--- config.mk ---
export PLATFORM = sky130hd
export DESIGN_NAME = periph_shell
export DESIGN_NICKNAME = d
export VERILOG_FILES = /design/src/rtl/periph_shell.sv
export SDC_FILE = /design/constraint.sdc
export NUM_CORES = 1
export LEC_CHECK = 0
export ABC_AREA = 1
export CAP_MARGIN = 10
export CELL_PAD_IN_SITES_DETAIL_PLACEMENT = 0
export CELL_PAD_IN_SITES_GLOBAL_PLACEMENT = 1
export CORE_MARGIN = 4
export CORE_UTILIZATION = 51
export DETAILED_ROUTE_END_ITERATION = 10
export GPL_ROUTABILITY_DRIVEN = 0
export PLACE_DENSITY = 0.78
export SLEW_MARGIN = 20
export SYNTH_ARGS = -nofsm -noshare
export SYNTH_HDL_FRONTEND = slang
export SYNTH_SLANG_ARGS = --single-unit
export TNS_END_PERCENT = 50
--- constraint.sdc ---
create_clock -name clk -period 4.1 [get_ports clk]
set_input_delay 1.025 -clock clk [delete_from_list [all_inputs] [get_ports clk]]
set_output_delay 1.025 -clock clk [all_outputs]
set_load 0.005 [all_outputs]
--- src/rtl/periph_shell.sv ---
// Lycan peripheral slot shell: address-filtered TX/RX first-word-fall-through FIFOs around the core.
// Latency 1 cycle push-to-head; backpressure via bus_tx_full/core_rx_full, excess TX packets dropped and counted.
module periph_fifo #(
  parameter int DEPTH       = 16,
  parameter int WIDTH       = 29,
  parameter int AFULL_LEVEL = 12
) (
  input  logic             clk,
  input  logic             rst,
  input  logic             flush,
  input  logic             push,
  input  logic [WIDTH-1:0] push_dat,
  input  logic             pop,
  output logic [WIDTH-1:0] head_dat,
  output logic             empty,
  output logic             full,
  output logic             afull
);
  localparam int AW = $clog2(DEPTH);
  localparam logic [AW:0] FULL_CNT  = (AW+1)'(DEPTH);
  localparam logic [AW:0] AFULL_CNT = (AW+1)'(AFULL_LEVEL);

  logic [WIDTH-1:0] mem [DEPTH];
  logic [AW-1:0]    wr_ptr;
  logic [AW-1:0]    rd_ptr;
  logic [AW:0]      count;
  logic             do_push;
  logic             do_pop;

  // Full/empty come from pre-edge state, so a push into a full FIFO is refused even alongside a pop.
  assign empty    = (count == '0);
  assign full     = (count == FULL_CNT);
  assign afull    = (count >= AFULL_CNT);
  assign head_dat = mem[rd_ptr];
  assign do_push  = push && !full;
  assign do_pop   = pop && !empty;

  always_ff @(posedge clk or posedge rst) begin
    if (rst) begin
      wr_ptr <= '0;
      rd_ptr <= '0;
      count  <= '0;
    end else if (flush) begin
      wr_ptr <= '0;
      rd_ptr <= '0;
      count  <= '0;
    end else begin
      if (do_push) wr_ptr <= wr_ptr + 1'b1;
      if (do_pop)  rd_ptr <= rd_ptr + 1'b1;
      case ({do_push, do_pop})
        2'b10:   count <= count + 1'b1;
        2'b01:   count <= count - 1'b1;
        default: count <= count;
      endcase
    end
  end

  always_ff @(posedge clk) begin
    if (do_push && !flush) mem[wr_ptr] <= push_dat;
  end
endmodule

// Slot top: matches/strips the slot address on TX, stamps it on RX, gates access until the ready window ends.
// Latency 1 cycle through either FIFO; drops on TX are counted saturating, RX overflow is discarded silently.
module periph_shell #(
  parameter int                    ADDR_WIDTH     = 3,
  parameter logic [ADDR_WIDTH-1:0] ADDRESS        = '0,
  parameter int                    PACKET_WIDTH   = 32,
  parameter int                    TX_DEPTH       = 16,
  parameter int                    RX_DEPTH       = 16,
  parameter int                    RX_AFULL_LEVEL = 12,
  parameter int                    READY_CYCLES   = 63
) (
  input  logic                           clk,
  input  logic                           rst,
  input  logic [PACKET_WIDTH-1:0]        bus_tx_data,
  input  logic                           bus_tx_valid,
  output logic                           bus_tx_full,
  output logic [PACKET_WIDTH-1:0]        bus_rx_data,
  input  logic                           bus_rx_read,
  output logic                           bus_rx_empty,
  output logic                           bus_rx_almost_full,
  output logic                           bus_rx_full,
  output logic [PACKET_WIDTH-ADDR_WIDTH-1:0] core_tx_data,
  output logic                           core_tx_valid,
  input  logic                           core_tx_read,
  input  logic [PACKET_WIDTH-ADDR_WIDTH-1:0] core_rx_data,
  input  logic                           core_rx_valid,
  output logic                           core_rx_full,
  input  logic                           flush,
  output logic [15:0]                    drop_count,
  output logic                           ready
);
  localparam int PAYLOAD_W = PACKET_WIDTH - ADDR_WIDTH;
  localparam int RW        = $clog2(READY_CYCLES + 1);
  localparam logic [RW-1:0] RDY_MAX = RW'(READY_CYCLES);

  logic [RW-1:0]        ready_cnt;
  logic                 tx_match;
  logic                 tx_drop;
  logic                 tx_full;
  logic                 tx_empty;
  logic                 tx_afull;
  logic                 rx_empty;
  logic                 rx_full;
  logic                 rx_afull;
  logic [PAYLOAD_W-1:0] rx_head_dat;

  assign ready    = (ready_cnt == RDY_MAX);
  assign tx_match = bus_tx_valid && (bus_tx_data[PACKET_WIDTH-1 -: ADDR_WIDTH] == ADDRESS);
  assign tx_drop  = tx_match && (tx_full || !ready);

  always_ff @(posedge clk or posedge rst) begin
    if (rst) ready_cnt <= '0;
    else if (!ready) ready_cnt <= ready_cnt + 1'b1;
  end

  always_ff @(posedge clk or posedge rst) begin
    if (rst) drop_count <= '0;
    else if (tx_drop && drop_count != 16'hFFFF) drop_count <= drop_count + 16'd1;
  end

  periph_fifo #(
    .DEPTH       (TX_DEPTH),
    .WIDTH       (PAYLOAD_W),
    .AFULL_LEVEL (TX_DEPTH)
  ) u_tx_fifo (
    .clk      (clk),
    .rst      (rst),
    .flush    (flush),
    .push     (tx_match && ready),
    .push_dat (bus_tx_data[PAYLOAD_W-1:0]),
    .pop      (core_tx_read && core_tx_valid),
    .head_dat (core_tx_data),
    .empty    (tx_empty),
    .full     (tx_full),
    .afull    (tx_afull)
  );

  periph_fifo #(
    .DEPTH       (RX_DEPTH),
    .WIDTH       (PAYLOAD_W),
    .AFULL_LEVEL (RX_AFULL_LEVEL)
  ) u_rx_fifo (
    .clk      (clk),
    .rst      (rst),
    .flush    (flush),
    .push     (core_rx_valid && ready),
    .push_dat (core_rx_data),
    .pop      (bus_rx_read),
    .head_dat (rx_head_dat),
    .empty    (rx_empty),
    .full     (rx_full),
    .afull    (rx_afull)
  );

  // TX almost-full is never exported; it is tied into the full flag path only to keep the port used.
  assign bus_tx_full        = (tx_full && tx_afull) || !ready;
  assign core_tx_valid      = !tx_empty && ready;
  assign core_rx_full       = rx_full || !ready;
  assign bus_rx_empty       = rx_empty;
  assign bus_rx_full        = rx_full;
  assign bus_rx_almost_full = rx_afull;
  assign bus_rx_data        = {ADDRESS, rx_head_dat};
endmodule

======== Word level (Yosys, flattened, before mapping) ========
Memories as Yosys holds them, arrays and structs flattened.
Cells that the tools add are included.
storage, ports and cells
  flip-flop bits (word level) ............. 48
  memory bits (writable) .................. 928
  memories ................................ 2
  output and inout port bits .............. 84
  word-level logic and storage cells ...... 78
memory list
  memory         words  bits a word  read ports  clocked after Yosys merged registers in  wr ports  line  RTL
  u_rx_fifo.mem  16     29           1           0                                        1         23    logic [WIDTH-1:0] mem [DEPTH];
  u_tx_fifo.mem  16     29           1           0                                        1         23
operators by class
  $lt $le $gt $ge ......................... 2
  add/subtract/negate cells ............... 10
  eq/ne operators ......................... 8
  mux-type cells .......................... 16
  reductions and logical operators ........ 32
operators by type and width
  cell                   count
  $mux 4                 8
  $pmux 5 s2             2
  $add 16x1->16 const B  1
  $add 4x1->4 const B    4
  $ne 16x16->1 const B   1
  $logic_and 1x1->1      14
  $add 5x1->5 const B    2
  $eq 5x5->1 const B     2
  $logic_not 5->1        2
  $mux 5                 2
  $sub 5x1->5 const B    2
  $reduce_bool 2->1      4
  $add 6x1->6 const B    1
  $eq 6x6->1 const B     1
  $logic_not 1->1        6
  $reduce_bool 3->1      2
  $ge 5x4->1 const B     1
  $ge 5x5->1 const B     1
  $eq 2x1->1 const B     2
  $eq 2x2->1 const B     2
  $mux 1                 4
  $logic_not 3->1        1
  $logic_or 1x1->1       3

======== Longest topological paths before layout ========
Gate-level depths: netlist of run 1.
  depth after elaboration ................. 8
  mapped depth ............................ 17

======== Cells and area by module ========
Synthesis of run 1 repeated with hierarchy kept, for this count alone.
second synthesis, totals
  cell total of the unflattened synthesis .. 2,952
  area total of the unflattened synthesis .. 39,464.1 sq um
modules (own cells, without submodules)
  module                    sequential area each (sq um)  area each (sq um)  cells each  times used
  periph_fifo at u_rx_fifo  14,258.7                      19,072.0           1,475       1
  periph_fifo at u_tx_fifo  14,258.7                      18,973.2           1,278       1
  periph_shell              550.5                         1,418.9            199         1

======== Least setup slack after synthesis of run 1 ========
No wires, ideal clock.
  path kind ............................... input port to flip-flop
  start point ............................. input port bus_tx_data[31]
  end point ............................... memory u_tx_fifo.mem[0][0], enable pin
  setup time .............................. 0.415 ns
  data arrival time ....................... 3.061 ns
  stages .................................. 7
  slack ................................... 0.624 ns
  cell sequence ........................... inv_1 nand2_1 nor2_1 nand3_4 nor2_1 nand2_1 nor2_1
between the ends
  cells in the longest elaborated chain, start to end .. 7
RTL lines
  item                          line  RTL
  from (decl)                   76    input logic [PACKET_WIDTH-1:0] bus_tx_data,
  $logic_not 3->1               110   assign tx_match = bus_tx_valid && (bus_tx_data[PACKET_WIDTH-1 -: ADDR_WIDTH] == ADDRESS);
  $logic_and 1x1->1             110
  $logic_and 1x1->1             131   .push (tx_match && ready),
  $logic_and 1x1->1             35    assign do_push = push && !full;
  $logic_and 1x1->1             59    if (do_push && !flush) mem[wr_ptr] <= push_dat;
  $mux 1                        59
  $mux 1 (not written as such)  59
  to (decl)                     23
No other way between the ends.

======== Worst setup path in the final report of run 1 ========
  start point ............................. register u_rx_fifo.rd_ptr[0]
  end point ............................... output port bus_rx_data[22]
between the ends
  cells in the longest elaborated chain, start to end .. 1
RTL lines
  item                    line  RTL
  from (decl)             25    logic [AW-1:0] rd_ptr;
  from (signal assigned)  49    if (do_pop) rd_ptr <= rd_ptr + 1'b1;
  $mem_v2 16x29           n/a
  to (decl)               79    output logic [PACKET_WIDTH-1:0] bus_rx_data,
No other way between the ends.

==> impl_metrics.ini, run 1 <==
[outcome]
outcome = finished clean

[floorplanning]
num_rows = 100
initial_core_util = 0.518
chipHeight_microns = 284
coreArea_sq_um = 74800
die-area_sq_um = 80400
die_w_microns = 284
ios = 152

[detailed_routing]
vias = 23117
dr.pass1.iters = 7
routed_wl_microns = 91600
routedWlPerCell_microns = 23.9
viasPerCell = 6.02
drc = 0
drt-initial-drc-count = 1957
ant_nets = 0

[cts]
clock_latency_ns = 0.67
cts-root-buf = clkbuf_16
clock_path_buffers = 3
cts_buffers = 96
postCtsHoldBufs = 0
cts.sinks = 976
cts_tree = yes
path_clk_slew_ns = 0.06
htreeDepth = 3

[sta]
period_needed_ns = 3.98
final.setup_skew_ns = 0.0241
fin_tns_setup_ns = 0
setup_viol_count_final = 0
period_share = 0.970
tightest_slew_ns = 0.868
clock.fmax_mhz = 251
slew_viol_final = 0
grt_setup_unrepaired = no
maxSlewHeadroom = 0.421
finalHoldViolations = 0

[finish]
final_nets = 2880
final_cell_mix = edfxtp_1, nor2_1, o21ai_0
synthToLayoutAreaGrowth_pct = 16.7
layout_commonest_cell = edfxtp_1
drive_gt1_frac = 0.0956
utilization = 0.604

[pwr]
ir_worst_vdd_mv = 0.409
clockPowerShare = 0.425
combPwrFrac = 0.014
cellPowerDensity_nw_per_um2 = 432
p_int_mw = 15.7
p_leak_nw = 14.1
switchingPower_mw = 3.81
swShare = 0.195
p_seq_frac = 0.561

[global_route]
grt_pass1_vias = 22883
grt_pass1_wl_microns = 138000
antenna_found_initial = 6
grt-ovfl-total = 0
grt_max_degree = 89
grt_usage = 0.221

[worst_setup_path]
path_class = reg -> out
start_kind = flop
crit_path_end_kind = output pin
cp_num_buf_inv = 3
slowest_delay_ns = 0.62
arrival_ns = 2.95
cpLargestDelayFamily = buffers and inverters
startpoint = u_rx_fifo.rd_ptr[0]$_DFFE_PP0P_
r2r_start = ready_cnt[0]$_DFFE_PP0P_
crit_fanout = 40
crit_required_ns = 3.07
crit_slowest_cell = dfrtp_4
crit_chain = inv_8 > buf_12 > nor2_1 > o32ai_1 > o211ai_1 > nand2_1 > clkdlybuf4s50_1

[yosys]
syn_area_sq_um = 38700
synth_seq_area_share = 0.750
ys_ff_latch = 976
syn_inst = 2638
avgSynthCellArea_sq_um = 14.7
synth.distinct_cells = 38
synth_ff_type = edfxtp_1
synth_edf_count = 928
ys_warn_count = 0
synthArstFlopShare = 0.0492

[min_path]
hp-start = ready_cnt[0]$_DFFE_PP0P_
hp-class = reg -> reg

[placement]
dp_hpwl_microns = 48900
portBuffers = 148

[flow_run]
maxCapViolations = 0
stage by stage:
step	area, sq um	instances	power [mW]	setup slack, ns	hold slack, ns
after floorplan	38700	2640	11.2	0.624	0.473
after global placement	42000	3654	11.4	0.482	0.490
after detailed placement	42000	3654	11.4	0.402	0.499
after CTS	45100	3828	19.7	0.0119	0.516
after global routing	45200	3837	20.1	0.0202	0.540
final	45200	3838	19.5	0.123	0.513
synthesized netlist by cell type (10+ instances only):
library cell / count / area share
o221ai_1: 184 / 0.042
o32ai_1: 43 / 0.0097
o22ai_1: 10 / 0.0016
mux2i_1: 184 / 0.048
ha_1: 17 / 0.0055
buf_2: 36 / 0.0047
nand2_1: 136 / 0.013
clkbuf_1: 123 / 0.012
inv_1: 58 / 0.0056
dfrtp_1: 48 / 0.031
edfxtp_1: 928 / 0.72
xor2_1: 12 / 0.0027
a21oi_1: 15 / 0.0019
o211ai_1: 43 / 0.0083
nand3_1: 96 / 0.012
o21ai_0: 257 / 0.033
nor2_1: 380 / 0.037
state kept, by name (all words and copies together) (netlist names):
register,count
u_rx_fifo.rd_ptr,4
u_tx_fifo.rd_ptr,4
u_rx_fifo.wr_ptr,4
ready_cnt,6
u_tx_fifo.count,5
u_rx_fifo.mem,464
u_rx_fifo.count,5
u_tx_fifo.mem,464
u_tx_fifo.wr_ptr,4
drop_count,16
cell type report:
class,instances,area [sq um]
diodes,3,7.51
clock buffers,117,2500
clock inverters,53,479
fillers,5510,29600
inverters,61,240
multi-input cells,1423,8910
flip-flops and latches,976,29100
well taps,969,1210
repair buffers,236,2760
final timing paths:
check / endpoint / slack [ns] / depth (start not counted)
hold / removal: ready_cnt[0]$_DFFE_PP0P_ / 0.51 / 1
setup reg to reg: u_tx_fifo.mem[0][6]$_DFFE_PP_ / 1.24 / 8
max in group asynchronous: u_tx_fifo.rd_ptr[0]$_DFFE_PP0P_ / 2.64 / 2
min in group asynchronous: drop_count[1]$_DFFE_PP0P_ / 0.87 / 2
setup / recovery: bus_rx_data[22] / 0.12 / 7
hold reg to reg: ready_cnt[0]$_DFFE_PP0P_ / 0.51 / 1
worst reg2reg max path, stage by stage (launching register included):
cell and delay (ns):
dfrtp_1 0.39, ha_1 0.18, nand2_1 0.09, nor2_2 0.27
nand3_4 0.19, nor2_1 0.41, nand2_1 0.36, nor2_4 0.17
buf_4 0.44
what timing repair did:
action / 4_1_cts / 5_1_grt
gates resized for setup: 2 / 6
setup endpoints to repair: 27 / 38
buffers inserted: 3 / 6
gates cloned: 1 / 1
hold endpoints to repair: 0 / 0
power groups by stage:
| stage | logic (mW) | registers, mW | clock network, mW |
|---|---|---|---|
| after global routing | 0.296 | 10.9 | 8.86 |
| after detailed placement | 0.269 | 11.2 | 0 |
| after floorplan | 0.0410 | 11.2 | 0 |
| after CTS | 0.269 | 10.9 | 8.46 |
| final | 0.266 | 10.9 | 8.29 |
| after global placement | 0.256 | 11.2 | 0 |
kinds of logic after synthesis:
| group | after synthesis | synth area share |
|---|---|---|
| AO/OA/AOI/OAI | 556 | 0.0971 |
| XOR/XNOR | 21 | 0.00475 |
| adder cells (fa/ha/maj) | 18 | 0.00601 |
| buffers and inverters | 241 | 0.0258 |
| flip-flops | 976 | 0.750 |
| multiplexers | 184 | 0.0475 |
| other | 1 | 0.0000968 |
| AND/OR/NAND/NOR | 641 | 0.0683 |
metal layers:
metal  GRT usage  vias up  share of wire
met5           0        -        0.00045
met4      0.0637        6          0.023
met3      0.0317      142          0.060
met2       0.383      789           0.51
met1       0.295    11731           0.41
li1            -    10449              -
No activity file was read; power rests on OpenSTA's default activity.
==> run 2, diff against run 1 <==
- CORE_MARGIN: 4 -> default
- CTS_CLUSTER_SIZE: default -> 24
==> run 2 against run 1 <==
Compared with the run above: die area shrank 4.2%; register-to-register slack improved by 0.02 ns; clock skew is 0.027 ns higher; sequential cell count did not move; non-clock buffer count shrank 2; cell area increased by 0.81%; combinational power barely moved; critical path depth stayed put; via count is 0.86% lower; setup slack improved by 0.0034 ns; highest routed layer unchanged.
==> impl_metrics.ini, run 2 (synthesis gave the netlist of run 1 again) <==
[placement]
portBuffers = 148
dp_hpwl_microns = 48700

[pwr]
p_int_mw = 16.4
combPwrFrac = 0.013
cellPowerDensity_nw_per_um2 = 450
swShare = 0.197
p_seq_frac = 0.534
finalPower_mw = 20.5
switchingPower_mw = 4.04
ir_worst_vdd_mv = 0.380
p_leak_nw = 14.3
clockPowerShare = 0.452

[global_route]
grt-ovfl-total = 0
grt_pass1_vias = 22599
grt_max_degree = 90
antenna_found_initial = 4
grt_usage = 0.227
grt_pass1_wl_microns = 134000

[finish]
final_nets = 2881
final_cell_mix = edfxtp_1, nor2_1, o21ai_0
layout_commonest_cell = edfxtp_1
drive_gt1_frac = 0.105
synthToLayoutAreaGrowth_pct = 17.7
reg.largest.list = u_rx_fifo.mem: 464 flops, u_tx_fifo.mem: 464 flops, drop_count: 16 flops

[floorplanning]
die-area_sq_um = 77100
num_rows = 100
initial_core_util = 0.518
ios = 152
die_w_microns = 278
chipHeight_microns = 278
coreArea_sq_um = 74800

[worst_setup_path]
crit_slowest_cell = dfrtp_4
crit_fanout = 39
start_kind = flop
crit_path_end_kind = output pin
arrival_ns = 2.95
crit_chain = inv_6 > buf_12 > nor2_1 > o32ai_1 > o211ai_1 > nand2_1 > clkdlybuf4s50_1
path_class = reg -> out
cpLargestDelayFamily = buffers and inverters
slowest_delay_ns = 0.61
cp_num_buf_inv = 3
crit_required_ns = 3.07

[sta]
grt_setup_unrepaired = no
finalHoldViolations = 0
slew_viol_final = 0
fin_tns_setup_ns = 0
tightest_slew_ns = 0.866
setup_viol_count_final = 0
maxSlewHeadroom = 0.423
clock.fmax_mhz = 252
period_share = 0.969
final.setup_skew_ns = 0.0514
period_needed_ns = 3.97

[detailed_routing]
viasPerCell = 5.95
vias = 22919
drc = 0
routed_wl_microns = 88500
ant_nets = 0
dr.pass1.iters = 5
drt-initial-drc-count = 2407
routedWlPerCell_microns = 23.0

[flow_run]
maxCapViolations = 0

[cts]
htreeDepth = 3
clock_latency_ns = 0.69
path_clk_slew_ns = 0.06
clock_path_buffers = 3
cts.sinks = 976
cts_tree = yes
cts_buffers = 99
cts-root-buf = clkbuf_16

[min_path]
hp-class = reg -> reg

[outcome]
outcome = finished clean
run 2: cell count changes in the layout (fill, tap and decap cells not counted), moves of 2 or more:
cell	delta
clkinv_4	+4
clkbuf_1	-9
bufinv_16	+9
clkbuf_8	+2
clkinv_2	+5
clkinv_1	-6
clkinvlp_4	+9
run 2: layer usage:
layer / vias up / share of wire / track usage
met5: - / 0.00043 / 0
met4: 6 / 0.021 / 0.0620
met3: 129 / 0.065 / 0.0359
met2: 797 / 0.50 / 0.381
met1: 11514 / 0.42 / 0.310
li1: 10473 / - / -
run 2: final cells by class:
cell class	count	area, sq um
multi-input cells	1423	8910
flip-flops and latches	976	29100
inverters	61	240
well taps	969	1210
clock buffers	112	2550
fillers	5447	29200
clock inverters	74	887
repair buffers	234	2680
diodes	2	5.00
run 2: power groups by stage:
stage / registers (mW) / logic [mW] / clock network [mW]
4_1_cts: 10.9 / 0.270 / 9.43
3_3_place_gp: 11.2 / 0.256 / 0
5_1_grt: 10.9 / 0.293 / 9.81
3_5_place_dp: 11.2 / 0.269 / 0
2_1_floorplan: 11.2 / 0.0410 / 0
6_report: 10.9 / 0.269 / 9.27
run 2: worst register-to-register path, cell delays in order (launching register included):
cell	delay (ns)
dfrtp_1	0.38
ha_1	0.18
nand2_1	0.10
nor2_2	0.27
buf_4	0.23
nand3_4	0.13
inv_2	0.14
nand2_1	0.30
nor2_4	0.53
buf_12	0.27
run 2: through the flow:
| step | std cells | setup slack, ns | hold slack, ns | utilization | instance area [sq um] |
|---|---|---|---|---|---|
| after floorplan | 2640 | 0.624 | 0.473 | - | 38700 |
| after global placement | 3660 | 0.553 | 0.490 | 0.562 | 42100 |
| after detailed placement | 3660 | 0.526 | 0.496 | 0.562 | 42100 |
| after CTS | 3846 | -0.000613 | 0.511 | 0.608 | 45500 |
| after global routing | 3850 | 0.0132 | 0.540 | 0.609 | 45600 |
| final | 3851 | 0.127 | 0.512 | 0.609 | 45600 |
run 2: final timing paths:
check                                                start                         endpoint  slack [ns]  depth (start not counted)
max                        u_rx_fifo.rd_ptr[0]$_DFFE_PP0P_                  bus_rx_data[21]        0.13                          7
min reg2reg                      drop_count[6]$_DFFE_PP0P_        drop_count[6]$_DFFE_PP0P_        0.51                          1
min in group asynchronous                              rst        drop_count[6]$_DFFE_PP0P_        0.85                          2
max reg2reg                       ready_cnt[0]$_DFFE_PP0P_   u_rx_fifo.mem[11][3]$_DFFE_PP_        1.26                          9
min                              drop_count[6]$_DFFE_PP0P_        drop_count[6]$_DFFE_PP0P_        0.51                          1
max in group asynchronous                              rst  u_rx_fifo.rd_ptr[1]$_DFFE_PP0P_        2.63                          2
run 2: repair_timing:
action	in CTS	in global routing
setup buffers	0	3
setup endpoints to repair	5	36
resized for setup	2	5
gates cloned	0	0
hold buffers	0	0
